File: src/rtl/ext_req_arbiter_if.sv
// Request/result bundle between field producers and the shared extension datapath.
// The slave side is the arbiter; the master side is the producer/consumer environment.
interface ext_req_arbiter_if #(
    parameter int NREQ = 4,
    parameter int Q    = 2,
    parameter int R    = 25,
    parameter int SW   = 3,
    parameter int CW   = 16
);
    logic [NREQ-1:0]   req_valid;
    logic [NREQ*Q-1:0] req_data;
    logic [NREQ-1:0]   req_zext;
    logic [NREQ-1:0]   req_ready;
    logic              out_valid;
    logic              out_ready;
    logic [R-1:0]      out_data;
    logic [SW-1:0]     out_src;
    logic              out_zext;
    logic [CW-1:0]     grant_cnt;

    modport slave (
        input  req_valid, req_data, req_zext, out_ready,
        output req_ready, out_valid, out_data, out_src, out_zext, grant_cnt
    );

    modport master (
        output req_valid, req_data, req_zext, out_ready,
        input  req_ready, out_valid, out_data, out_src, out_zext, grant_cnt
    );
endinterface

File: src/rtl/ext_req_arbiter.sv
// Round-robin arbiter sharing one registered sign/zero extension stage among NREQ requesters.
// The single output register refills in the same cycle it drains, giving one result per cycle.
module ext_req_arbiter #(
    parameter int NREQ = 4,
    parameter int Q    = 2,
    parameter int R    = 25,
    parameter int SW   = 3,
    parameter int CW   = 16
) (
    input  logic              clk,
    input  logic              rst_n,
    ext_req_arbiter_if.slave  bus
);
    logic [R-1:0]  out_data_q,  out_data_d;
    logic [SW-1:0] out_src_q,   out_src_d;
    logic          out_zext_q,  out_zext_d;
    logic          out_valid_q, out_valid_d;
    logic [SW-1:0] rr_ptr_q,    rr_ptr_d;
    logic [CW-1:0] grant_cnt_q, grant_cnt_d;

    logic          load_ok;
    logic          found;
    logic          accept;
    logic [SW-1:0] win;
    logic [SW:0]   idx;
    logic [Q-1:0]  field;
    logic [R-1:0]  ext_val;

    assign load_ok = !out_valid_q || bus.out_ready;

    // Scan from rr_ptr upward with modulo wrap; the extra idx bit keeps ptr+k from overflowing.
    always_comb begin
        found = 1'b0;
        win   = '0;
        idx   = '0;
        for (int k = 0; k < NREQ; k++) begin
            idx = {1'b0, rr_ptr_q} + (SW+1)'(k);
            if (idx >= (SW+1)'(NREQ)) begin
                idx = idx - (SW+1)'(NREQ);
            end
            if (!found && bus.req_valid[idx[SW-1:0]]) begin
                found = 1'b1;
                win   = idx[SW-1:0];
            end
        end
    end

    assign accept        = load_ok && found;
    assign bus.req_ready = accept ? (NREQ'(1) << win) : '0;

    assign field   = bus.req_data[win*Q +: Q];
    assign ext_val = bus.req_zext[win] ? {{(R-Q){1'b0}}, field}
                                       : {{(R-Q){field[Q-1]}}, field};

    always_comb begin
        out_data_d  = out_data_q;
        out_src_d   = out_src_q;
        out_zext_d  = out_zext_q;
        out_valid_d = out_valid_q;
        rr_ptr_d    = rr_ptr_q;
        grant_cnt_d = grant_cnt_q;
        if (accept) begin
            out_data_d  = ext_val;
            out_src_d   = win;
            out_zext_d  = bus.req_zext[win];
            out_valid_d = 1'b1;
            rr_ptr_d    = (win == SW'(NREQ-1)) ? '0 : win + SW'(1);
            grant_cnt_d = grant_cnt_q + CW'(1);
        end else if (load_ok) begin
            // Drained with nothing to refill; payload registers keep their last values.
            out_valid_d = 1'b0;
        end
    end

    always_ff @(posedge clk or negedge rst_n) begin
        if (!rst_n) begin
            out_data_q  <= '0;
            out_src_q   <= '0;
            out_zext_q  <= 1'b0;
            out_valid_q <= 1'b0;
            rr_ptr_q    <= '0;
            grant_cnt_q <= '0;
        end else begin
            out_data_q  <= out_data_d;
            out_src_q   <= out_src_d;
            out_zext_q  <= out_zext_d;
            out_valid_q <= out_valid_d;
            rr_ptr_q    <= rr_ptr_d;
            grant_cnt_q <= grant_cnt_d;
        end
    end

    assign bus.out_data  = out_data_q;
    assign bus.out_src   = out_src_q;
    assign bus.out_zext  = out_zext_q;
    assign bus.out_valid = out_valid_q;
    assign bus.grant_cnt = grant_cnt_q;
endmodule
File: src/flat_wrapper.sv
// flat-port wrapper written by rule: the top's interface ports become plain ports
module ext_req_arbiter_flat 
#(
    parameter int NREQ = 4,
    parameter int Q    = 2,
    parameter int R    = 25,
    parameter int SW   = 3,
    parameter int CW   = 16
)
  (clk, rst_n, bus_req_valid, bus_req_data, bus_req_zext, bus_out_ready, bus_req_ready, bus_out_valid, bus_out_data, bus_out_src, bus_out_zext, bus_grant_cnt);
  ext_req_arbiter_if #(.NREQ(NREQ), .Q(Q), .R(R), .SW(SW), .CW(CW)) bus_i ();
  input  logic clk;
  input  logic rst_n;
  input wire logic [$bits(bus_i.req_valid)-1:0] bus_req_valid;
  input wire logic [$bits(bus_i.req_data)-1:0] bus_req_data;
  input wire logic [$bits(bus_i.req_zext)-1:0] bus_req_zext;
  input wire logic [$bits(bus_i.out_ready)-1:0] bus_out_ready;
  output wire logic [$bits(bus_i.req_ready)-1:0] bus_req_ready;
  output wire logic [$bits(bus_i.out_valid)-1:0] bus_out_valid;
  output wire logic [$bits(bus_i.out_data)-1:0] bus_out_data;
  output wire logic [$bits(bus_i.out_src)-1:0] bus_out_src;
  output wire logic [$bits(bus_i.out_zext)-1:0] bus_out_zext;
  output wire logic [$bits(bus_i.grant_cnt)-1:0] bus_grant_cnt;
  assign bus_i.req_valid = bus_req_valid;
  assign bus_i.req_data = bus_req_data;
  assign bus_i.req_zext = bus_req_zext;
  assign bus_i.out_ready = bus_out_ready;
  assign bus_req_ready = bus_i.req_ready;
  assign bus_out_valid = bus_i.out_valid;
  assign bus_out_data = bus_i.out_data;
  assign bus_out_src = bus_i.out_src;
  assign bus_out_zext = bus_i.out_zext;
  assign bus_grant_cnt = bus_i.grant_cnt;
  ext_req_arbiter #(.NREQ(NREQ), .Q(Q), .R(R), .SW(SW), .CW(CW)) u_core (.clk(clk), .rst_n(rst_n), .bus(bus_i));
endmodule
File: config.mk
export PLATFORM = sky130hd
export DESIGN_NAME = ext_req_arbiter_flat
export DESIGN_NICKNAME = d
export VERILOG_FILES = /design/src/rtl/ext_req_arbiter_if.sv /design/src/rtl/ext_req_arbiter.sv /design/src/flat_wrapper.sv
export SDC_FILE = /design/constraint.sdc
export NUM_CORES = 1
export LEC_CHECK = 0
export ABC_AREA = 1
export CAP_MARGIN = 20
export CORE_MARGIN = 2
export CORE_UTILIZATION = 50
export CTS_BUF_LIST = sky130_fd_sc_hd__clkbuf_8
export DETAILED_ROUTE_END_ITERATION = 8
export PLACE_DENSITY = 0.95
export SLEW_MARGIN = 15
export SYNTH_ARGS = -nofsm -noshare
export SYNTH_HDL_FRONTEND = slang
export SYNTH_SLANG_ARGS = --single-unit
File: constraint.sdc
create_clock -name clk -period 5.1 [get_ports clk]
set_clock_uncertainty 0.1 [all_clocks]
set_input_delay 0.51 -clock clk [delete_from_list [all_inputs] [get_ports clk]]
set_output_delay 0.51 -clock clk [all_outputs]
set_load 0.05 [all_outputs]
## Word level (Yosys, flattened, before mapping)

Index checks and enable logic that the tools add are counted.

| operators by class | value |
|---|---|
| add/subtract/negate cells | 9 |
| multiply operators | 0 |
| div/mod/pow operators | 0 |
| order comparisons | 9 |
| equality and inequality tests | 1 |
| shifts and indexed selects | 2 |
| mux-type cells | 27 |
| bitwise operators | 0 |
| reductions and logical operators | 10 |

Operators with widths:

| operator | count |
|---|---|
| $mux 3 | 9 |
| $mux 25 | 1 |
| $add 16x1->16 const B | 1 |
| $lt 3x3->1 const B | 5 |
| $ge 4x3->1 const B | 3 |
| $sub 3x3->3 const B | 4 |
| $mux 1 | 11 |
| $bmux 1 s2 | 5 |
| $add 3x2->4 const B | 2 |
| $shiftx 8x5->2 | 1 |
| $add 3x1->4 const B | 1 |
| $logic_and 1x1->1 | 4 |
| $logic_not 1->1 | 4 |
| $mux 4 | 1 |
| $shl 1x3->4 const A | 1 |
| $add 3x1->3 const B | 1 |
| $eq 3x2->1 const B | 1 |
| $ge 3x3->1 const B | 1 |
| $reduce_bool 2->1 | 1 |
| $logic_or 1x1->1 | 1 |

| word-level totals | value |
|---|---|
| bits in registers | 49 |
| bits in latches | 0 |
| memory bits (writable) | 0 |
| ROM bits | 0 |
| bits of input ports | 19 |
| output and inout port bits | 50 |
| logic and storage cells | 64 |
| memories kept | 0 |

## Longest topological paths before layout

| depth | value |
|---|---|
| word-level depth | 17 |
| mapped depth | 16 |
| depth with buffers taken out | 15 |

## Least setup slack after synthesis

Ideal clock, no wire load.

| timing | value |
|---|---|
| path kind | flip-flop to output port |
| start point | reg u_core.rr_ptr_q[0] |
| end point | out bus_req_ready[3] |
| arrival | 2867 ps |
| required time | 4490 ps |
| slack | 1623 ps |
| cell stages (with the launch flop) | 14 |
| buffers on the path | 1 |
| path through | dfrtp_1 > buf_6 > inv_6 > ha_1 > inv_1 > nand3_1 > nand2_2 > nand4_1 > nand2_2 > nand2_4 > inv_2 > ha_1 > inv_1 > nor3_1 |

| between the ends | value |
|---|---|
| word-level cells in the longest chain between the ends | 16 |

RTL lines:

| element | line | RTL |
|---|---|---|
| start: declaration | ext_req_arbiter.sv:18 | `logic [SW-1:0] rr_ptr_q, rr_ptr_d;` |
| start signal: assignment | ext_req_arbiter.sv:88 | `rr_ptr_q <= rr_ptr_d;` |
| parallel branches: the longest is 15 deep, another holds $add 3x1->4 | n/a |  |
| $mux 4 (*) | ext_req_arbiter.sv:49 | `assign bus.req_ready = accept ? (NREQ'(1) << win) : '0;` |
| end: declaration | flat_wrapper.sv:18 | `output wire logic [$bits(bus_i.req_ready)-1:0] bus_req_ready;` |

Every way passes the cells marked *. The select of a mux whose other input is x is not followed.

## Worst setup path after layout

Same ends and word-level chain as after synthesis.

==> results.sh <==
export IMPL_outcome="finished clean"
export IMPL_rows=22
export IMPL_synth_top_area_share_pct=34.37
export IMPL_clkTransAtPathRegs_ns=0.09
export IMPL_dp_cells=352
export IMPL_syn_num_nets=284
export IMPL_drive_gt1_share_pct=11.36
export IMPL_die_y_um=66.70
export IMPL_fin_crit_ns=4.186
export IMPL_fillers=286
export IMPL_r2r_start="u_core.rr_ptr_q[0]$_DFFE_PN0P_"
export IMPL_worstSetupStartpointType="flip-flop"
export IMPL_ys_warn_count=0
export IMPL_cts_sinks=27
export IMPL_hold_buffers=0
export IMPL_fmax_mhz=238.9
export IMPL_worstSetupStartpoint="u_core.rr_ptr_q[0]$_DFFE_PN0P_"
export IMPL_ys_seq_area_share_pct=34.37
export IMPL_diodes=0
export IMPL_grt_pass1_vias=1703
export IMPL_tns_ns=0
export IMPL_crit_chain="inv_6 > ha_1 > inv_1 > nand3_1 > nand2_2 > nor2_1 > nor2_1 > nand2_2 > nand2_4 > inv_2 > ha_1 > inv_1 > nor3_1 > clkdlybuf4s50_1"
export IMPL_routed_wl_um=4453
export IMPL_port_buffers=68
export IMPL_final_max_slew_viol_count=0
export IMPL_synthTopCellsByArea="dfrtp_1 34%, nand2_1 13%, buf_4 8.4%"
export IMPL_fp_dieW_um=66.70
export IMPL_area_growth_syn_to_layout_pct=30.17
export IMPL_dr_first_iter_drc_count=114
export IMPL_fin_cells=356
export IMPL_cts_buffer_depth=2
export IMPL_dieArea_um2=4449
export IMPL_r2r_cells=14
export IMPL_synth_area_um2=1966
export IMPL_post_cts_buffers=0
export IMPL_overflow=0
export IMPL_mostFrequentLayoutCell="clkdlybuf4s50_1"
export IMPL_design_core_area_um2=3716
export IMPL_gp_congestion=0.8713
export IMPL_initial_core_util_pct=52.90
export IMPL_io_pins=69
export IMPL_seq_area_um2=675.6
export IMPL_r2r_setup_slack_ns=2.39
export IMPL_cts_tree="done"
export IMPL_final_cell_mix="68 x clkdlybuf4s50_1, 67 x nand2_1, 28 x nand3_1"
export IMPL_yosys_area_top_type="dfrtp_1"
export IMPL_ys_ff_latch=27
export IMPL_avgSynthCellArea_um2=7.531
export IMPL_insertion_delay_ns=0.27
export IMPL_antenna_found_initial=0
export IMPL_numCtsBuffers=3
export IMPL_relSlewSlack_pct=62.67
export IMPL_grt_max_degree=28
export IMPL_ant_nets=0
export IMPL_critPathMaxStageDelay_ns=0.88
export IMPL_crit_type="flip-flop to primary output"
export IMPL_hp_class="flip-flop to flip-flop"
export IMPL_crit_fanout=11
export IMPL_hold_violations=0
export IMPL_worstPathRequired_ns=4.49
export IMPL_tightestPinTransition_ns=0.5599
export IMPL_setup_ws_ns=0.9136
export IMPL_r2r_end="u_core.rr_ptr_q[0]$_DFFE_PN0P_"
export IMPL_multi_input_area_um2=985.9
export IMPL_whs_ns=0.4012
export IMPL_ys_types=28
export IMPL_drv_cap=0
export IMPL_cpMaxStageDelayCell="clkdlybuf4s50_1"
export IMPL_worstPathArrival_ns=3.58
export IMPL_min_period_over_period_pct=82.09
export IMPL_routedWlPerCell_um=12.51
export IMPL_post_cts_resized=0
export IMPL_setup_viol=0
export IMPL_endpoint="bus_req_ready[3]"
export IMPL_via_count=1840
export IMPL_fin_nets=332
export IMPL_dp_hpwl_um=3510
export IMPL_crit_path_end_kind="primary output"
export IMPL_drtPass1Iterations=4
export IMPL_htree_levels=1
export IMPL_drc=0
export IMPL_dp_slack_ns=1.264
export IMPL_syn_instance_count=261
export IMPL_via_per_inst=5.169
export IMPL_clockRootBuffer="clkbuf_8"
export IMPL_track_usage_pct=21.73
export IMPL_grt_first_pass_wirelength_um=7514
export IMPL_rsz0062_at_grt="no"
layer usage:
layer / global-route usage (%) / routed length, um / up-vias / share of wire [%]
met4: 6.122 / 72 / 0 / 1.6
met5: 0 / 0 / - / 0
met3: 2.027 / 271 / 9 / 6.1
met1: 26.80 / 1848 / 856 / 42
met2: 40.00 / 2261 / 71 / 51
li1: - / - / 904 / -
critical path: cells and delay by family (launching register included):
family                   cells  cell delay, ns
buffers and inverters        5            1.19
AND/OR/NAND/NOR              7            0.99
adder cells (fa/ha/maj)      2            0.49
flip-flops                   1            0.61
layout make-up:
cell class	count	area share [%]
clock buffers	3	1.614
clock inverters	1	0.2934
inverters	24	3.912
multi-input cells	184	38.53
flip-flops and latches	27	26.41
well taps	48	2.347
repair buffers	69	26.89
stage by stage:
stage	cell area [um2]	util [%]
2_1_floorplan	1966	-
3_3_place_gp	2510	67.54
3_5_place_dp	2510	67.54
4_1_cts	2559	68.86
5_1_grt	2559	68.86
6_report	2559	68.86
flip-flops by register name, indices dropped and copies added, names as in the netlist:
register              flops
u_core.bus.grant_cnt     16
u_core.bus.out_data       3
u_core.bus.out_src        3
u_core.rr_ptr_q           3
u_core.bus.out_valid      1
u_core.bus.out_zext       1
synth_stat cells:
cell type  instances
inv_6              2
nor2_1            22
nand2_8            1
nor2_4             2
inv_2              3
o21ai_0            5
xor2_1             7
a21oi_1            3
nand2_2           13
inv_1             19
xnor2_1            7
nand3_4            1
buf_4             22
nand3_1           28
nor4_1             1
nand2_1           67
nor2_2             4
nor3_1             4
a21boi_0           1
a211oi_1           1
ha_1               4
nand3_2            2
o21ai_1            6
nand2_4            2
buf_2              1
dfrtp_1           27
buf_6              3
nand4_1            3
worst min path at each step:
stage,startpoint,end,slack (ns),cells after the start
6_report,u_core.bus.out_zext$_DFFE_PN0P_,u_core.bus.out_zext$_DFFE_PN0P_,0.40,2
5_1_grt,u_core.bus.out_data[0]$_DFFE_PN0P_,u_core.bus.out_data[0]$_DFFE_PN0P_,0.44,2
4_1_cts,u_core.bus.out_zext$_DFFE_PN0P_,u_core.bus.out_zext$_DFFE_PN0P_,0.41,2
3_5_place_dp,u_core.bus.out_zext$_DFFE_PN0P_,u_core.bus.out_zext$_DFFE_PN0P_,0.39,2
3_3_place_gp,u_core.bus.out_data[1]$_DFFE_PN0P_,u_core.bus.out_data[1]$_DFFE_PN0P_,0.37,2
2_1_floorplan,rst_n,u_core.bus.grant_cnt[0]$_DFFE_PN0P_,0.11,0
cells by family (layout without fill, tap and decap cells):
group | Yosys count | after routing | share of synthesized area (%)
AOI/OAI and AO/OA | 16 | 16 | 4.328
and+or+nand+nor | 150 | 150 | 37.05
adders and majority gates | 4 | 4 | 2.546
buffers and inverters | 50 | 97 | 15.47
xor gates and xnor gates | 14 | 14 | 6.238
DFF | 27 | 27 | 34.37
Power is left out: the tool's default activity adds up to more than one toggle a clock period on the data nets, which glitch-free logic cannot reach.
